File: config.mk
export PLATFORM = sky130hd
export DESIGN_NAME = reg_writeback_flat
export DESIGN_NICKNAME = d
export VERILOG_FILES = /design/src/rtl/reg_writeback_if.sv /design/src/rtl/reg_writeback.sv /design/src/flat_wrapper.sv
export SDC_FILE = /design/constraint.sdc
export NUM_CORES = 1
export LEC_CHECK = 0
export CAP_MARGIN = 10
export CORE_MARGIN = 10
export CORE_UTILIZATION = 30
export DETAILED_ROUTE_END_ITERATION = 16
export PLACE_DENSITY = 0.61
export SLEW_MARGIN = 15
export SYNTH_ARGS = -nofsm -noshare
export SYNTH_HDL_FRONTEND = slang
export SYNTH_SLANG_ARGS = --single-unit
File: constraint.sdc
create_clock -name clk -period 1.7 [get_ports clk]
set_clock_uncertainty 0.2 [all_clocks]
set_input_delay 0.255 -clock clk [delete_from_list [all_inputs] [get_ports clk]]
set_output_delay 0.255 -clock clk [all_outputs]
set_load 0.01 [all_outputs]
File: src/rtl/reg_writeback_if.sv
// Result/writeback bundle: issue notify, ALU and load result handshakes,
// register-file write port, pending-destination scoreboard and busy flag.
//   master: result producers / issue logic / register file side
//   slave : reg_writeback (consumes results, drives the write port)
interface reg_writeback_if #(
    parameter int DATA_W = 16,
    parameter int ADDR_W = 3
);
    localparam int NREG = 2 ** ADDR_W;

    logic              issue_valid;
    logic [ADDR_W-1:0] issue_dest;

    logic              alu_valid;
    logic [ADDR_W-1:0] alu_dest;
    logic [DATA_W-1:0] alu_data;
    logic              alu_ready;

    logic              ld_valid;
    logic [ADDR_W-1:0] ld_dest;
    logic [DATA_W-1:0] ld_data;
    logic              ld_ready;

    logic              reg_write_en;
    logic [ADDR_W-1:0] reg_write_dest;
    logic [DATA_W-1:0] reg_write_data;

    logic [NREG-1:0]   pending;
    logic              busy;

    modport master (
        output issue_valid, issue_dest,
        output alu_valid, alu_dest, alu_data,
        output ld_valid, ld_dest, ld_data,
        input  alu_ready, ld_ready,
        input  reg_write_en, reg_write_dest, reg_write_data,
        input  pending, busy
    );

    modport slave (
        input  issue_valid, issue_dest,
        input  alu_valid, alu_dest, alu_data,
        input  ld_valid, ld_dest, ld_data,
        output alu_ready, ld_ready,
        output reg_write_en, reg_write_dest, reg_write_data,
        output pending, busy
    );
endinterface

File: src/rtl/reg_writeback.sv
// Register-file write master: merges ALU results and FIFO-buffered load
// results onto one registered write port and tracks pending destinations.
// Ports: clk, rst (async active-low), wb (reg_writeback_if.slave):
//   issue_valid/dest in; alu_* and ld_* valid/ready in; reg_write_* out;
//   pending[NREG] out; busy out.
module reg_writeback #(
    parameter int DATA_W   = 16,
    parameter int ADDR_W   = 3,
    parameter int LQ_DEPTH = 2
) (
    input logic            clk,
    input logic            rst,
    reg_writeback_if.slave wb
);
    localparam int NREG  = 2 ** ADDR_W;
    localparam int PTR_W = $clog2(LQ_DEPTH);
    localparam int ENT_W = ADDR_W + DATA_W;
    localparam logic [PTR_W:0] PTR_ONE = 1;

    logic [ENT_W-1:0]  mem_q [LQ_DEPTH];
    logic [ENT_W-1:0]  mem_d [LQ_DEPTH];
    logic [PTR_W:0]    wptr_q, wptr_d;
    logic [PTR_W:0]    rptr_q, rptr_d;
    logic              we_q, we_d;
    logic [ADDR_W-1:0] dest_q, dest_d;
    logic [DATA_W-1:0] data_q, data_d;
    logic [NREG-1:0]   pending_q, pending_d;

    logic              full;
    logic              empty;
    logic              push;
    logic              pop;
    logic              take_alu;
    logic [ENT_W-1:0]  head;

    // Extra pointer MSB distinguishes full from empty when indices match.
    assign empty = (wptr_q == rptr_q);
    assign full  = (wptr_q[PTR_W] != rptr_q[PTR_W]) &&
                   (wptr_q[PTR_W-1:0] == rptr_q[PTR_W-1:0]);
    assign head  = mem_q[rptr_q[PTR_W-1:0]];

    // A full queue steals the port so loads cannot starve forever;
    // otherwise the ALU wins and the queue drains on idle ALU cycles.
    assign push     = wb.ld_valid & ~full;
    assign take_alu = ~full & wb.alu_valid;
    assign pop      = full | (~wb.alu_valid & ~empty);

    always_comb begin
        mem_d     = mem_q;
        wptr_d    = wptr_q;
        rptr_d    = rptr_q;
        we_d      = 1'b0;
        dest_d    = dest_q;
        data_d    = data_q;
        pending_d = pending_q;

        if (push) begin
            mem_d[wptr_q[PTR_W-1:0]] = {wb.ld_dest, wb.ld_data};
            wptr_d = wptr_q + PTR_ONE;
        end

        unique case (1'b1)
            pop: begin
                we_d             = 1'b1;
                {dest_d, data_d} = head;
                rptr_d           = rptr_q + PTR_ONE;
            end
            take_alu: begin
                we_d   = 1'b1;
                dest_d = wb.alu_dest;
                data_d = wb.alu_data;
            end
            default: ;
        endcase

        // Clear first so a same-cycle issue to the same index wins.
        if (we_q) begin
            pending_d[dest_q] = 1'b0;
        end
        if (wb.issue_valid) begin
            pending_d[wb.issue_dest] = 1'b1;
        end
    end

    always_ff @(posedge clk or negedge rst) begin
        if (!rst) begin
            mem_q     <= '{default: '0};
            wptr_q    <= '0;
            rptr_q    <= '0;
            we_q      <= 1'b0;
            dest_q    <= '0;
            data_q    <= '0;
            pending_q <= '0;
        end else begin
            mem_q     <= mem_d;
            wptr_q    <= wptr_d;
            rptr_q    <= rptr_d;
            we_q      <= we_d;
            dest_q    <= dest_d;
            data_q    <= data_d;
            pending_q <= pending_d;
        end
    end

    assign wb.alu_ready      = ~full;
    assign wb.ld_ready       = ~full;
    assign wb.reg_write_en   = we_q;
    assign wb.reg_write_dest = dest_q;
    assign wb.reg_write_data = data_q;
    assign wb.pending        = pending_q;
    assign wb.busy           = ~empty | we_q;
endmodule

File: src/flat_wrapper.sv
// flat-port wrapper written by rule: the top's interface ports become plain ports
module reg_writeback_flat 
#(
    parameter int DATA_W   = 16,
    parameter int ADDR_W   = 3,
    parameter int LQ_DEPTH = 2
)
  (clk, rst, wb_issue_valid, wb_issue_dest, wb_alu_valid, wb_alu_dest, wb_alu_data, wb_ld_valid, wb_ld_dest, wb_ld_data, wb_alu_ready, wb_ld_ready, wb_reg_write_en, wb_reg_write_dest, wb_reg_write_data, wb_pending, wb_busy);
  reg_writeback_if #(.DATA_W(DATA_W), .ADDR_W(ADDR_W)) wb_i ();
  input logic clk;
  input logic rst;
  input wire logic [$bits(wb_i.issue_valid)-1:0] wb_issue_valid;
  input wire logic [$bits(wb_i.issue_dest)-1:0] wb_issue_dest;
  input wire logic [$bits(wb_i.alu_valid)-1:0] wb_alu_valid;
  input wire logic [$bits(wb_i.alu_dest)-1:0] wb_alu_dest;
  input wire logic [$bits(wb_i.alu_data)-1:0] wb_alu_data;
  input wire logic [$bits(wb_i.ld_valid)-1:0] wb_ld_valid;
  input wire logic [$bits(wb_i.ld_dest)-1:0] wb_ld_dest;
  input wire logic [$bits(wb_i.ld_data)-1:0] wb_ld_data;
  output wire logic [$bits(wb_i.alu_ready)-1:0] wb_alu_ready;
  output wire logic [$bits(wb_i.ld_ready)-1:0] wb_ld_ready;
  output wire logic [$bits(wb_i.reg_write_en)-1:0] wb_reg_write_en;
  output wire logic [$bits(wb_i.reg_write_dest)-1:0] wb_reg_write_dest;
  output wire logic [$bits(wb_i.reg_write_data)-1:0] wb_reg_write_data;
  output wire logic [$bits(wb_i.pending)-1:0] wb_pending;
  output wire logic [$bits(wb_i.busy)-1:0] wb_busy;
  assign wb_i.issue_valid = wb_issue_valid;
  assign wb_i.issue_dest = wb_issue_dest;
  assign wb_i.alu_valid = wb_alu_valid;
  assign wb_i.alu_dest = wb_alu_dest;
  assign wb_i.alu_data = wb_alu_data;
  assign wb_i.ld_valid = wb_ld_valid;
  assign wb_i.ld_dest = wb_ld_dest;
  assign wb_i.ld_data = wb_ld_data;
  assign wb_alu_ready = wb_i.alu_ready;
  assign wb_ld_ready = wb_i.ld_ready;
  assign wb_reg_write_en = wb_i.reg_write_en;
  assign wb_reg_write_dest = wb_i.reg_write_dest;
  assign wb_reg_write_data = wb_i.reg_write_data;
  assign wb_pending = wb_i.pending;
  assign wb_busy = wb_i.busy;
  reg_writeback #(.DATA_W(DATA_W), .ADDR_W(ADDR_W), .LQ_DEPTH(LQ_DEPTH)) u_core (.clk(clk), .rst(rst), .wb(wb_i));
endmodule
After elaboration in Yosys (flattened, before gate mapping)
Index checks and enable logic that the tools add are counted.

Bitwise gates (word level): 13. Equal/unequal tests: 3. Reductions and logical operators: 6. Add/subtract/negate cells: 2. Muxes and demuxes: 15. Order comparisons: 7.

Operator list (count): 19-bit two-way mux (4); 38-bit bitwise mux (1); 16-bit case mux with 2 select lines (1); 19-bit demux with 1-bit select (1); 8-bit two-way mux (2); 8-bit bitwise AND (1); 3-bit by 4-bit less-than comparator with 1-bit output, second input constant (2); 8-bit inverter (1); 8-bit OR (1); 1-bit demux with 3-bit select (2); 3-bit by 1-bit greater-or-equal comparator with 1-bit output, second input constant (2); 3-bit case mux with 2 select lines (1); 2-bit by 1-bit adder with 2-bit output, second input constant (2); 2-bit greater-or-equal comparator, second input constant (2); 1-bit logical AND (4); 1-bit inverter with 2-bit output (2); 1-bit bitwise AND (3); 1-bit two-way mux (3); 1-bit inverter (3); 2-bit == test (1); 2-bit by 1-bit less-than comparator with 1-bit output, second input constant (1); 1-bit OR (2); 2-bit nonzero test (1); 2-bit OR reduction (1); other kinds (2) (2).

Output and inout port bits: 31. Register bits: 70.

Longest topological paths before layout
Gate-level depths: netlist of the first run.

Depth after elaboration: 9. Mapped depth: 5. Mapped depth without buffers: 3.

Least setup slack after synthesis of the first run
Ideal clock, no wire load.

Path kind: reg-to-output. From: register u_core.rptr_q[0]. To: output port wb_ld_ready. Data required time: 1245 ps. Setup slack: -64 ps. Buffers on the path: 3. Stages on the path, launching flop included: 6. Data arrival time: 1309 ps. Cell sequence: dfrtp_1 -> buf_4 -> xnor2_2 -> clkbuf_1 -> nand2_1 -> buf_4.

Cells in the longest elaborated chain, start to end: 3.

RTL lines: start: declaration (RTL line reg_writeback.sv:23) `logic [PTR_W:0] rptr_q, rptr_d;`; start signal: assignment (RTL line reg_writeback.sv:97) `rptr_q <= rptr_d;`; 1-bit == test (RTL line reg_writeback.sv:39) `(wptr_q[PTR_W-1:0] == rptr_q[PTR_W-1:0]);`; 1-bit logical AND (RTL line reg_writeback.sv:38) `assign full = (wptr_q[PTR_W] != rptr_q[PTR_W]) &&`; 1-bit inverter; end: declaration (RTL line flat_wrapper.sv:21) `output wire logic [$bits(wb_i.ld_ready)-1:0] wb_ld_ready;`.

No other way between the ends.

Worst setup path after layout of the first run
From: register u_core.rptr_q[0]. To: output port wb_busy.

Cells in the longest elaborated chain, start to end: 3.

RTL lines: 2-bit == test (RTL line reg_writeback.sv:37) `assign empty = (wptr_q == rptr_q);`; 1-bit inverter (RTL line reg_writeback.sv:111) `assign wb.busy = ~empty | we_q;`; 1-bit OR (RTL line reg_writeback.sv:111); end: declaration (RTL line flat_wrapper.sv:26) `output wire logic [$bits(wb_i.busy)-1:0] wb_busy;`.

No other way between the ends.

==> results of run 1 <==
-- final cells by class --
cell class | instances | area (um^2) | share of cell area
flip-flops and latches | 70 | 1750 | 0.362
multi-input cells | 140 | 1460 | 0.301
repair buffers | 115 | 1170 | 0.242
well taps | 136 | 170 | 0.0351
clock buffers | 9 | 124 | 0.0255
inverters | 24 | 92.6 | 0.0191
clock inverters | 7 | 75.1 | 0.0155
-- where the power goes --
group          switching, uW  internal [uW]
Combinational           2480           3340
Sequential               488           2550
Clock                    655            679
Total                   3620           6570
-- registers in the layout, indices dropped and copies added, names as in the netlist --
| register | count |
|---|---|
| u_core.wb.pending | 8 |
| u_core.mem_q | 38 |
| u_core.wptr_q | 2 |
| u_core.wb.reg_write_en | 1 |
| u_core.wb.reg_write_data | 16 |
| u_core.rptr_q | 2 |
| u_core.wb.reg_write_dest | 3 |
-- per-stage QoR --
| stage | utilization | setup slack, ps | hold slack (ps) | total power (uW) |
|---|---|---|---|---|
| 2_1_floorplan | - | 42.5 | -241 | 5710 |
| 3_3_place_gp | 0.414 | -193 | 92.3 | 7820 |
| 4_1_cts | 0.448 | -223 | 243 | 9580 |
| 6_report | 0.470 | -209 | 261 | 10200 |
| 3_5_place_dp | 0.414 | -212 | 91.5 | 7930 |
| 5_1_grt | 0.470 | -267 | 273 | 10900 |
-- cell usage in the layout, fill, tap and decap left out, drive strengths merged --
| master | instances |
|---|---|
| mux2i | 12 |
| a22o | 1 |
| inv | 24 |
| a21oi | 10 |
| mux2 | 46 |
| a221o | 7 |
| a211o | 1 |
| nand2b | 6 |
| clkinvlp | 3 |
| dlygate4sd2 | 28 |
| clkdlybuf4s50 | 44 |
| or3 | 1 |
| o31ai | 5 |
| nor3 | 1 |
| clkinv | 3 |
| xor2 | 4 |
| nor2b | 1 |
| dfrtp | 70 |
| dlygate4sd3 | 1 |
| bufinv | 1 |
| nand2 | 15 |
| clkbuf | 10 |
| and4 | 1 |
| buf | 41 |
| o21ai | 15 |
| xnor2 | 2 |
| a222oi | 11 |
| a21bo | 1 |
-- timing repair --
item	CTS	global route
pin swaps	3	19
endpoints found under the hold margin	70	0
hold buffers	1	0
gates cloned	3	1
setup endpoints to repair	90	63
resized for setup	65	61
setup buffers	3	3
-- cell families after synthesis --
logic type,after synthesis,synth area share
compound gates,51,0.118
xor+xnor,6,0.0237
buf+inv,40,0.0620
flops,70,0.553
mux,58,0.202
simple gates,25,0.0415
-- worst paths after layout --
path / startpoint / endpoint / slack (ps) / depth (start not counted)
min in group clk: wb_alu_data[1] / u_core.wb.reg_write_data[1] / 260 / 3
worst min register to register: u_core.mem_q[10] / u_core.mem_q[10] / 310 / 1
worst max-delay path: u_core.rptr_q[0] / wb_busy / -210 / 3
worst max register to register: u_core.rptr_q[0] / u_core.wb.reg_write_data[2] / -150 / 6
max in group asynchronous: rst / u_core.rptr_q[0] / 710 / 3
worst min-delay path: rst / u_core.wb.pending[1] / 260 / 3
-- metal layers --
| layer | routed length [um] | part of all wire | up-vias |
|---|---|---|---|
| met4 | 31 | 0.0035 | 0 |
| met1 | 4060 | 0.45 | 1166 |
| met2 | 4330 | 0.48 | 62 |
| met5 | 0 | 0 | - |
| met3 | 536 | 0.060 | 2 |
| li1 | - | - | 1112 |
-- worst min-delay path, delay by kind of cell --
family / cells / cell delay (ps)
buf+inv: 3 / 950
==> reports/results.tsv, run 1 <==
stage	metric	value	unit
outcome	status	complete, but fails checks	
outcome	violations	setup timing	
clock_tree	cts_made_buffers	9	
setup_path	end_kind	primary output	
clock_tree	clk_pin_slew	80	ps
synth	ys_async_sr_fraction	1.00	
final_layout	syn_to_final_growth	53.1	%
global_routing	busiest_layer	met2	
detailed_routing	drt_iter0_drc	184	
synth	yosys-top-cells-area	dfrtp_1 (55%), mux2_2 (16%), mux2i_1 (3.8%), a222oi_1 (3.5%), inv_1 (2.8%)	
synth	synth-edff-count	0	
power	p_leak	0.00226	uW
setup_path	setup.worst_path.class	reg2out	
detailed_routing	detail_route.vias_per_cell	4.67	
sta	min_period_over_period	1.12	
place	place.gp.congestion	0.794	
place	dp.cells	477	
place	placed_area	0.00428	mm^2
global_routing	grt_max_degree	71	
synth	synthesis.instances	250	
final_layout	antenna_cells	0	
power	vdd_drop_max	0.818	mV
global_routing	gr-usage-met3	0.0427	
sta	layout_setup_ws	-209	ps
setup_path	critPathSlowestCell	dfrtp_2	
setup_path	required	1240	ps
clock_tree	clock_latency	340	ps
synth	synth_flop_cell	dfrtp_1	
sta	min_period	1910	ps
clock_tree	cts_tree	yes	
setup_path	max_stage_delay	440	ps
global_routing	first_global_vias	2551	
sta	rsz0062_at_grt	yes	
place	io_buffers	76	
global_routing	use_met2	0.189	
synth	synth_area_leader_cell	dfrtp_1	
detailed_routing	drtPass1Iterations	5	
setup_path	crit_chain	xor2_2 > or3_1 > buf_6	
global_routing	gr-usage-met1	0.139	
synth	yosys_warnings	0	
synth	yosysMostFrequentCell	dfrtp_1	
place	dp_hpwl	6.00	mm
sta	tightest_slew	395	ps
synth	yosys.area.top_type_share	0.553	
detailed_routing	wl_per_cell	17.9	um
synth	synth_nets	296	
die	start_util	0.307	
global_routing	grt_pass1_wl	13.4	mm
detailed_routing	drc	0	
detailed_routing	routed_wl	8.96	mm
synth	syn_area_per_cell	12.7	um^2
flow_run	maxCapViolCount	0	
detailed_routing	antenna_left	0	
setup_path	cpLargestDelayFamily	flip-flops	
global_routing	grt-ovfl-total	0	
die	num_rows	37	
die	dieHeight	123	um
global_routing	antenna_found_initial	0	
sta	final_hold_viol_count	0	
synth	syn-cell-area	0.00317	mm^2
worst_hold_path	worstHoldPathType	in2async	
final_layout	nFillCells	950	
detailed_routing	via_count	2342	
die	pin_count	77	
die	coreArea	0.0103	mm^2
clock_tree	cts_root_buffer	clkbuf_8	
global_routing	grtUsageTotal	0.115	
clock_tree	cts_max_path_buffers	2	
final_layout	nNetsFinal	406	
synth	synth_common_cells	dfrtp_1 (70), mux2_2 (44), inv_1 (24)	
setup_path	start_kind	register	
sta	fmax	524	MHz
synth	ys_ff_latch	70	
final_layout	design_area	0.00485	mm^2
die	fp.dieW	123	um
power	powerDensity	2100	mW/mm^2
sta	max-slew-margin-rel	0.736	
setup_path	arrival	1450	ps
setup_path	worstPathMaxFanout	3	
clock_tree	h-tree-depth	3	
synth	synth-seq-area-share	0.553	
sta	finalSetupViolations	64	
clock_tree	cts.sinks	70	
final_layout	fin_cells	501	
sta	slew_violations	0	
synth	synth_cell_type_count	29	
die	dieArea	0.0151	mm^2
final_layout	drive_gt1_frac	0.329	
setup_path	cp_num_buf_inv	1	
sta	fin_setup_tns	-6370	ps
Note: power is estimated with default switching activity, not from simulation.
==> inputs of run 2 (changes only) <==
GPL_ROUTABILITY_DRIVEN = 0   (was default)
RECOVER_POWER = 100   (was default)
==> run 2 against run 1 <==
  * The run still ends with setup timing left
  * Die area unchanged
  * Combinational power about the same
  * Non-clock buffer count unchanged
  * Core utilization decreased by 0.19 points
  * Final area decreased by 0.41%
  * Via count increased by 1.3%
  * Sequential share of layout area increased by 0.15 points
  * Largest power group unchanged
==> reports/results.tsv, run 2 (synthesis gave the netlist of run 1 again) <==
stage	metric	value	unit
detailed_routing	route.met2.wl	4.24	mm
final_layout	nNetsFinal	406	
detailed_routing	wl_per_cell	17.9	um
global_routing	first_global_vias	2551	
final_layout	largest_register_ffs	38	
clock_tree	clk_pin_slew	80	ps
detailed_routing	drc	0	
detailed_routing	antenna_left	0	
final_layout	final_common_cell	dfrtp_1	
clock_tree	cts_max_path_buffers	2	
detailed_routing	via_count	2373	
place	io_buffers	76	
sta	finalSetupViolations	64	
detailed_routing	route.met3.wl	626	um
detailed_routing	highest_layer	met4	
setup_path	critPathSlowestCell	dfrtp_2	
place	dp.cells	477	
worst_hold_path	min_from	wb_alu_data[1]	
outcome	status	complete, but fails checks	
die	coreArea	0.0103	mm^2
final_layout	drive_gt1_frac	0.323	
final_layout	most-common-layout-cells	dfrtp_1 (68), clkdlybuf4s50_1 (43), mux2_4 (38)	
final_layout	fin_util	0.468	
flow_run	maxCapViolCount	0	
final_layout	fin_cells	501	
outcome	violations	setup timing	
detailed_routing	detail_route.vias_per_cell	4.74	
power	vdd_drop_max	0.836	mV
setup_path	end_kind	primary output	
detailed_routing	drt_iter0_drc	185	
final_layout	regMostFlops	u_core.mem_q	
setup_path	crit_chain	xor2_2 > or3_1 > buf_6	
power	p_leak	0.00225	uW
setup_path	required	1240	ps
sta	max-slew-margin-rel	0.409	
place	dp_hpwl	6.00	mm
setup_path	cp-startpoint	u_core.rptr_q[0]	
final_layout	multi_input_area	0.00146	mm^2
final_layout	nFillCells	952	
global_routing	grt_pass1_wl	13.4	mm
sta	rsz0062_at_grt	yes	
clock_tree	cts_root_buffer	clkbuf_8	
detailed_routing	met1Wirelength	4.04	mm
die	pin_count	77	
detailed_routing	routed_wl	8.98	mm
setup_path	r2r_start	u_core.rptr_q[0]	
detailed_routing	drtPass1Iterations	6	
global_routing	grt_max_degree	71	
sta	tightest_slew	886	ps
global_routing	antenna_found_initial	0	
die	num_rows	37	
clock_tree	cts.sinks	70	
final_layout	antenna_cells	0	
clock_tree	h-tree-depth	3	
sta	slew_violations	0	
global_routing	grtUsageTotal	0.115	
sta	final_hold_viol_count	0	
clock_tree	cts_tree	yes	
sta	min_period_over_period	1.13	
die	dieHeight	123	um
setup_path	start_kind	register	
clock_tree	clock_latency	340	ps
clock_tree	cts_made_buffers	9	
sta	min_period	1910	ps
die	dieArea	0.0151	mm^2
setup_path	setup.worst_path.class	reg2out	
sta	hold_ws	260	ps
global_routing	grt-ovfl-total	0	
die	fp.dieW	123	um
worst_hold_path	worstHoldPathType	in2reg	
final_layout	regArea	0.00175	mm^2
power	p_total	10200	uW
setup_path	worstPathMaxFanout	3	
sta	fmax	523	MHz
sta	layout_setup_ws	-213	ps
power	powerDensity	2110	mW/mm^2
final_layout	syn_to_final_growth	52.5	%
setup_path	max_stage_delay	440	ps
place	place_ws	-212	ps
setup_path	arrival	1460	ps
die	start_util	0.307	
==> run 2: where the power goes <==
group          switching [uW]  leakage (uW)  internal (uW)
registers                 488      0.000821           2550
clock network             658     0.0000914            679
logic                    2490       0.00134           3320
total                    3630       0.00225           6550
==> run 2: per-layer routing <==
layer / GRT usage / vias to the layer above
li1: - / 1113
met1: 0.139 / 1176
met2: 0.189 / 76
met3: 0.0427 / 8
met4: 0.0309 / 0
met5: 0 / -
==> run 2: through the flow <==
step | setup TNS, ps | instance area [um^2]
finish | -6450 | 4830
detailed placement | -10400 | 4280
floorplan | 0 | 3170
global placement | -9150 | 4280
CTS | -7530 | 4620
global route | -10730 | 4830
==> run 2: final timing paths <==
kind	end	slack (ps)	cells past startpoint
setup / recovery	wb_busy	-210	3
hold / removal	u_core.wb.reg_write_data[1]	260	3
setup reg to reg	u_core.wb.reg_write_data[3]	-150	6
hold reg to reg	u_core.wb.pending[1]	310	2
max in group asynchronous	u_core.rptr_q[0]	180	3
min in group asynchronous	u_core.wb.pending[1]	480	3
==> run 2: worst max-delay path, delay by kind of cell (launching register included) <==
kind,cells,cell delay [ps]
flip-flops,1,440
buffers and inverters,1,130
AND/OR/NAND/NOR,1,360
XOR/XNOR,1,190
==> run 2: layout make-up <==
type,count,area share
inverters,24,0.0192
clock buffers,9,0.0257
repair buffers,115,0.239
clock inverters,7,0.0155
flip-flops and latches,70,0.363
well taps,136,0.0352
multi-input cells,140,0.302
==> run 2: repair_timing <==
action / in CTS / in global routing
hold endpoints to repair: 70 / 0
gates cloned: 3 / 1
hold buffers: 1 / 0
endpoints found under the setup margin: 90 / 63
pin swaps: 3 / 19
setup buffers: 3 / 3
gates resized for setup: 65 / 61
